[src/rtl/reg_bank_hs.sv]
// Register bank with req/ack handshake: config registers (R/W), status registers (RO or sticky W1C).
// Optional compile-time config write lock enabled by defining CFG_LOCK_EN.
module reg_bank_hs #(
    parameter int REG_W      = 8,
    parameter int ADDR_W     = 8,
    parameter int NUM_CFG    = 8,
    parameter int NUM_STATUS = 8,
    parameter logic [NUM_STATUS-1:0] STICKY_MASK = '0
) (
    input  logic                          clk,
    input  logic                          rst,
    input  logic                          ena,
    input  logic                          req,
    input  logic                          wr_rdn,
    input  logic [ADDR_W-1:0]             addr,
    input  logic [REG_W-1:0]              wdata,
    output logic [REG_W-1:0]              rdata,
    output logic                          ack,
    output logic                          err,
    output logic [NUM_CFG-1:0]            cfg_wr_stb,
    input  logic                          lock,
    output logic [NUM_CFG*REG_W-1:0]      rw_regs,
    input  logic [NUM_STATUS*REG_W-1:0]   ro_regs
);

    // Handshake: a request is taken on every clock edge with ena & req (no backpressure);
    // ack/err/rdata/cfg_wr_stb for it are valid for exactly the following cycle.
    logic [NUM_CFG-1:0][REG_W-1:0]    r_cfg;
    logic [NUM_STATUS-1:0][REG_W-1:0] r_sticky;
    logic [REG_W-1:0]                 r_rdata;
    logic                             r_ack;
    logic                             r_err;
    logic [NUM_CFG-1:0]               r_stb;

    logic [NUM_STATUS-1:0][REG_W-1:0] w_ro;
    logic                             w_accept;
    logic                             w_is_status;
    logic [31:0]                      w_idx_ext;
    logic                             w_cfg_hit;
    logic                             w_st_hit;
    logic                             w_st_sticky;
    logic [REG_W-1:0]                 w_cfg_rd;
    logic [REG_W-1:0]                 w_st_rd;
    logic [NUM_CFG-1:0]               w_cfg_sel;
    logic [NUM_STATUS-1:0]            w_st_sel;
    logic                             w_locked;
    logic                             w_legal;
    logic [REG_W-1:0]                 w_rd_val;
    logic [NUM_CFG-1:0]               w_cfg_we;
    logic [NUM_STATUS-1:0]            w_st_clr_en;

`ifdef CFG_LOCK_EN
    assign w_locked = lock;
`else
    logic w_unused_lock;
    assign w_unused_lock = lock;
    assign w_locked      = 1'b0;
`endif

    assign w_ro        = ro_regs;
    assign rw_regs     = r_cfg;
    assign w_accept    = ena & req;
    assign w_is_status = addr[ADDR_W-1];

    always_comb begin
        w_idx_ext                = '0;
        w_idx_ext[ADDR_W-2:0]    = addr[ADDR_W-2:0];
        w_cfg_hit   = 1'b0;
        w_st_hit    = 1'b0;
        w_st_sticky = 1'b0;
        w_cfg_rd    = '0;
        w_st_rd     = '0;
        w_cfg_sel   = '0;
        w_st_sel    = '0;
        for (int i = 0; i < NUM_CFG; i++) begin
            if (!w_is_status && w_idx_ext == 32'(i)) begin
                w_cfg_hit    = 1'b1;
                w_cfg_sel[i] = 1'b1;
                w_cfg_rd     = r_cfg[i];
            end
        end
        for (int i = 0; i < NUM_STATUS; i++) begin
            if (w_is_status && w_idx_ext == 32'(i)) begin
                w_st_hit    = 1'b1;
                w_st_sel[i] = 1'b1;
                w_st_sticky = STICKY_MASK[i];
                // Sticky reads return the captured value from before this edge.
                w_st_rd     = STICKY_MASK[i] ? r_sticky[i] : w_ro[i];
            end
        end
    end

    assign w_legal     = w_cfg_hit ? !(wr_rdn && w_locked)
                       : w_st_hit  ? (!wr_rdn || w_st_sticky)
                       : 1'b0;
    assign w_rd_val    = (!w_legal || wr_rdn) ? '0 : (w_cfg_hit ? w_cfg_rd : w_st_rd);
    assign w_cfg_we    = (w_accept && wr_rdn && w_legal && w_cfg_hit) ? w_cfg_sel : '0;
    assign w_st_clr_en = (w_accept && wr_rdn && w_legal && w_st_hit) ? w_st_sel : '0;

    always_ff @(posedge clk) begin
        if (rst) begin
            r_cfg    <= '0;
            r_sticky <= '0;
            r_rdata  <= '0;
            r_ack    <= 1'b0;
            r_err    <= 1'b0;
            r_stb    <= '0;
        end else begin
            r_ack <= w_accept;
            r_err <= w_accept && !w_legal;
            r_stb <= w_cfg_we;
            if (w_accept) begin
                r_rdata <= w_rd_val;
            end
            for (int i = 0; i < NUM_CFG; i++) begin
                if (w_cfg_we[i]) begin
                    r_cfg[i] <= wdata;
                end
            end
            // Set dominates clear: the live status bits are ORed in after the W1C mask.
            if (ena) begin
                for (int i = 0; i < NUM_STATUS; i++) begin
                    if (STICKY_MASK[i]) begin
                        r_sticky[i] <= (r_sticky[i] & ~(w_st_clr_en[i] ? wdata : '0)) | w_ro[i];
                    end else begin
                        r_sticky[i] <= '0;
                    end
                end
            end
        end
    end

    assign rdata      = r_rdata;
    assign ack        = r_ack;
    assign err        = r_err;
    assign cfg_wr_stb = r_stb;

endmodule
[config.mk]
export PLATFORM = sky130hd
export DESIGN_NAME = reg_bank_hs
export DESIGN_NICKNAME = d
export VERILOG_FILES = /design/src/rtl/reg_bank_hs.sv
export SDC_FILE = /design/constraint.sdc
export NUM_CORES = 1
export LEC_CHECK = 0
export BUFFER_PORTS_ARGS = -buffer_cell sky130_fd_sc_hd__buf_2
export CELL_PAD_IN_SITES_DETAIL_PLACEMENT = 1
export CELL_PAD_IN_SITES_GLOBAL_PLACEMENT = 1
export CORE_MARGIN = 4
export CORE_UTILIZATION = 25
export CTS_BUF_LIST = sky130_fd_sc_hd__clkbuf_8
export DETAILED_ROUTE_END_ITERATION = 16
export PLACE_DENSITY = 0.66
export SYNTH_ARGS = -nofsm -noshare
export SYNTH_HDL_FRONTEND = slang
export SYNTH_SLANG_ARGS = --single-unit
[constraint.sdc]
create_clock -name clk -period 1.7 [get_ports clk]
set_input_delay 0.255 -clock clk [delete_from_list [all_inputs] [get_ports clk]]
set_output_delay 0.255 -clock clk [all_outputs]
set_load 0.02 [all_outputs]
# After elaboration in Yosys (flattened, before gate mapping)
# Cells that the tools add are included.
[word_totals]
regBits = 82
latchBits = 0
mem_bits_rw = 0
romBits = 0
output_inout_bits = 82
elab_cells = 89
memories = 0
[classes]
addsub = 0
n_mul = 0
div = 0
magnitude_cmp = 0
eq_ne = 7
shifts = 0
n_mux = 44
bitwise_logic = 1
reduce_logical = 25
[op_table]
columns = ["op", "n"]
rows = [
  ["8-bit 2-to-1 mux", 19],
  ["7-bit by 3-bit equality test with 1-bit output, second input constant", 4],
  ["1-bit 2-to-1 mux", 25],
  ["1-bit logical AND", 20],
  ["7-bit by 2-bit equality test with 1-bit output, second input constant", 2],
  ["7-bit by 1-bit equality test with 1-bit output, second input constant", 1],
  ["7-bit logical NOT", 1],
  ["1-bit logical NOT", 3],
  ["1-bit AND", 1],
  ["1-bit logical OR", 1],
]

# Depth between registers and ports, before layout
[depth]
ltp_word = 15
ltp_mapped = 8
ltp_nobuf = 5

# Worst setup path after synthesis
# Ideal clock, no wire load.
[synth_path]
path_type = "input to register"
from = "in addr[3]"
to = "reg r_rdata[5] (netlist: rdata[5])"
setup_time_ps = 66
arrival_ps = 1687
slack_ps = -53
path_stages = 5
path_buffers = 1
path_cell_list = "or4_1 -> buf_2 -> or3_4 -> o31a_1 -> a2bb2oi_2"
[synth_via]
elab_chain_len = 15
elab_cells_between_ends = 62
classes_between = "eq/ne (7); mux (36); reduce/logical (19)"
[synth_rtl]
columns = ["item", "line", "rtl"]
rows = [
  ["start: declaration", "15", "input logic [ADDR_W-1:0] addr,"],
  ["7-bit logical NOT", "76, 83", ""],
  ["1-bit logical AND", "83", "if (w_is_status && w_idx_ext == 32'(i)) begin"],
  ["1-bit 2-to-1 mux (8 in series)", "83", ""],
  ["1-bit 2-to-1 mux", "94", ": w_st_hit ? (!wr_rdn || w_st_sticky)"],
  ["1-bit 2-to-1 mux", "93", "assign w_legal = w_cfg_hit ? !(wr_rdn && w_locked)"],
  ["1-bit logical NOT", "96", "assign w_rd_val = (!w_legal || wr_rdn) ? '0 : (w_cfg_hit ? w_cfg_rd : w_st_rd);"],
  ["1-bit logical OR", "96", ""],
  ["8-bit 2-to-1 mux *", "96", ""],
  ["end signal: assignment", "113", "r_rdata <= w_rd_val;"],
  ["end: declaration", "30", "logic [REG_W-1:0] r_rdata;"],
]
# Every way passes the cells marked *; elsewhere a longest branch is shown, timed or not.
# A chain may end at the register's enable or synchronous reset.

# Worst setup path after layout
[layout_path]
from = "in addr[3]"
to = "reg r_stb[0] (netlist: cfg_wr_stb[0])"
[layout_via]
elab_chain_len = 15
elab_cells_between_ends = 45
classes_between = "eq/ne (7); mux (19); reduce/logical (19)"
[layout_rtl]
columns = ["item", "line", "rtl"]
rows = [
  ["7-bit logical NOT", "76, 83", ""],
  ["1-bit logical AND", "83", ""],
  ["1-bit 2-to-1 mux (8 in series)", "83", ""],
  ["1-bit 2-to-1 mux", "94", ""],
  ["1-bit 2-to-1 mux", "93", ""],
  ["1-bit logical AND", "--", ""],
  ["1-bit logical AND", "97", "assign w_cfg_we = (w_accept && wr_rdn && w_legal && w_cfg_hit) ? w_cfg_sel : '0;"],
  ["8-bit 2-to-1 mux *", "97", ""],
  ["end signal: assignment", "111", "r_stb <= w_cfg_we;"],
  ["end: declaration", "33", "logic [NUM_CFG-1:0] r_stb;"],
]
# Marks and branches as above.

==> out/metrics.cfg <==
[yosys]
postSynth.asyncResetShare_pct = 0
seq_area_frac_synth_pct = 39.4
netlist_instances = 495
ys_ff_latch = 82
post-synth-top-area-cell = dfxtp_1
synth_edf_count = 0
synth_top_flop_cell = dfxtp_1
synth_area_leaders = dfxtp_1 39%, nand2_1 9.5%, mux2i_1 8.9%, mux4_2 8.1%, a21oi_1 6.4%
syn-num-nets = 581
ys_types = 54
netlist_area_mm2 = 0.00417
yosys_warnings = 0
synth_top_area_share_pct = 39.4
avgSynthCellArea_um2 = 8.42

[sta]
worst_clock_skew_ns = 0.00692
fmax_ghz = 0.643
final_hold_viol_count = 0
slew_headroom_pct = 58.0
fin_crit_ns = 1.56
post-route-period-util_pct = 91.5
worst_pin_slew_ns = 0.615
rsz0062_at_grt = no
slew_viol_final = 0
setup_violations = 0
fin_tns_setup_ns = 0

[cts]
clockBufferDepth = 2
clkTransAtPathRegs_ns = 0.09
postCtsSetupRepairBufs = 0
cts-resized-gates = 0
cts_hold_buf = 0
cts_buffers = 9
cts_tree = done
htreeDepth = 3
clock-sinks = 82
root_buffer = clkbuf_8
clk_latency_ns = 0.38

[layout]
layout_commonest_cell = buf_2
final_cell_mix = 166 x buf_2, 105 x nand2_1, 82 x dfxtp_1
num_antenna_cells = 0
regArea_mm2 = 0.00164
multiInputGateArea_mm2 = 0.00233
fin_nets = 794
area_growth_pct = 43.9
drive_gt1_share_pct = 40.0
post-route-util_pct = 37.2
nFillCells = 2002

[worst_setup_path]
crit_type = input port to flip-flop
slowest_stage = or4_4
startpoint = addr[3]
timing.rr.start = rdata[1]
cp-start-kind = input port
cp-end-kind = flip-flop
max_stage_delay_ns = 0.60
cp_data_arrival_time_ns = 1.79
crit_family = simple AND/OR/NAND/NOR gates
worst-path-buf-inv = 1
crit_chain = buf_2 -> or4_4 -> nor2_1 -> nand4_1 -> nor4b_1
required_ns = 1.94
cp_max_fo = 5

[die]
rows = 46
io_pins = 168
die_h_um = 137
core_area_mm2 = 0.0161
die_w_um = 137
initial_core_util_pct = 25.9
die_area_mm2 = 0.0188

[route]
first_iter_violations = 315
routed_wl_um = 18900
vias = 4665
wire_per_inst_um = 20.4
ant_nets = 0
drc = 0
via_per_inst = 5.02
dr.pass1.iters = 4

[status]
status = completed

[global_routing]
grt_overflow = 0
grt_usage_pct = 20.3
antenna_found_initial = 0
grt_max_degree = 70
grt_pass1_wl_um = 28900
grt_pass1_vias = 4964

[placed_design]
io_buffers = 166
dp_hpwl_um = 15000
globalplace.congestion = 0.868

[power]
p_leak_uw = 0.00282
p_per_area_mw_per_mm2 = 670
vdd_drop_max_uv = 308

[job]
drv_cap = 0

[min_path]
hold_path_class = input port to flip-flop
min_from = wdata[6]

## synthesized netlist by cell type (2+ instances only)
cell,instances
a22oi_1,6
nor3_1,8
buf_1,2
o21ai_0,11
nor2b_1,3
o2bb2ai_1,2
nand2b_1,5
a22o_1,2
clkbuf_1,22
nand3_1,19
mux2_2,3
dfxtp_1,82
nor4_1,7
o22ai_1,2
buf_2,18
nand2_1,105
a21oi_1,53
o211ai_1,4
nand4_1,4
mux2i_1,37
inv_1,2
a221oi_1,4
nor3b_1,2
mux4_2,15
and3_1,5
o2111ai_1,2
nand3b_1,2
nor2_1,42
## area by class of cell
cell class	count	share of cell area [%]
multi-input combinational	368	38.9
sequential	82	27.4
timing repair buffer	245	25.6
tap	216	4.51
clock buffer	11	2.53
clock inverter	5	0.898
inverter	2	0.125
## stage by stage
| stage | hold slack (ns) | instances | setup slack [ns] | instance area, um2 | power, uW |
|---|---|---|---|---|---|
| 2_1_floorplan | 0.460 | 495 | -0.00614 | 4180 | 2230 |
| 3_3_place_gp | 0.443 | 913 | -0.252 | 5790 | 2540 |
| 3_5_place_dp | 0.458 | 913 | -0.231 | 5790 | 2550 |
| 4_1_cts | 0.190 | 929 | 0.178 | 5990 | 4060 |
| 5_1_grt | 0.206 | 929 | 0.101 | 5990 | 4190 |
| 6_report | 0.208 | 929 | 0.145 | 5990 | 4010 |
## worst register-to-register path, cell delays in order (launching register included)
cell and delay, ns:
dfxtp_1 0.36, a32o_1 0.22, a2111oi_0 0.58, a221oi_1 0.16
## power by group
part | internal [uW] | total, uW | leakage [uW] | switching (uW)
logic | 272 | 580 | 0.00206 | 308
registers | 1920 | 1920 | 0.000660 | 1.43
clock network | 751 | 1510 | 0.000103 | 761
## logic make-up (layout without fill, tap and decap cells)
group           count (synthesis)  count (layout)  share of synthesized area [%]
flops                          82              82                           39.4
mux                            55              55                           17.8
buf+inv                        45             263                           4.68
compound gates                103             103                           15.6
simple gates                  210             210                           22.5
## worst paths after layout
kind,cells after the start,slack (ns),endpoint
worst min-delay path,3,0.21,rw_regs[54]
worst min register to register,2,0.47,rdata[6]
worst max-delay path,5,0.14,cfg_wr_stb[0]
worst max register to register,3,0.24,rdata[1]
## sequential cells by signal, summed over array words and instances, names as in the netlist
| signal | count |
|---|---|
| ack | 1 |
| cfg_wr_stb | 8 |
| err | 1 |
| rdata | 8 |
| rw_regs | 64 |
## routing by layer
metal  track usage, %  up-vias  wire (um)
li1                 -     2191          -
met1             26.2     2298       8300
met2             34.4      156       9150
met3             4.12       20       1190
met4             5.82        0        284
met5                0        -          0
Note: power is estimated with default switching activity, not from simulation.
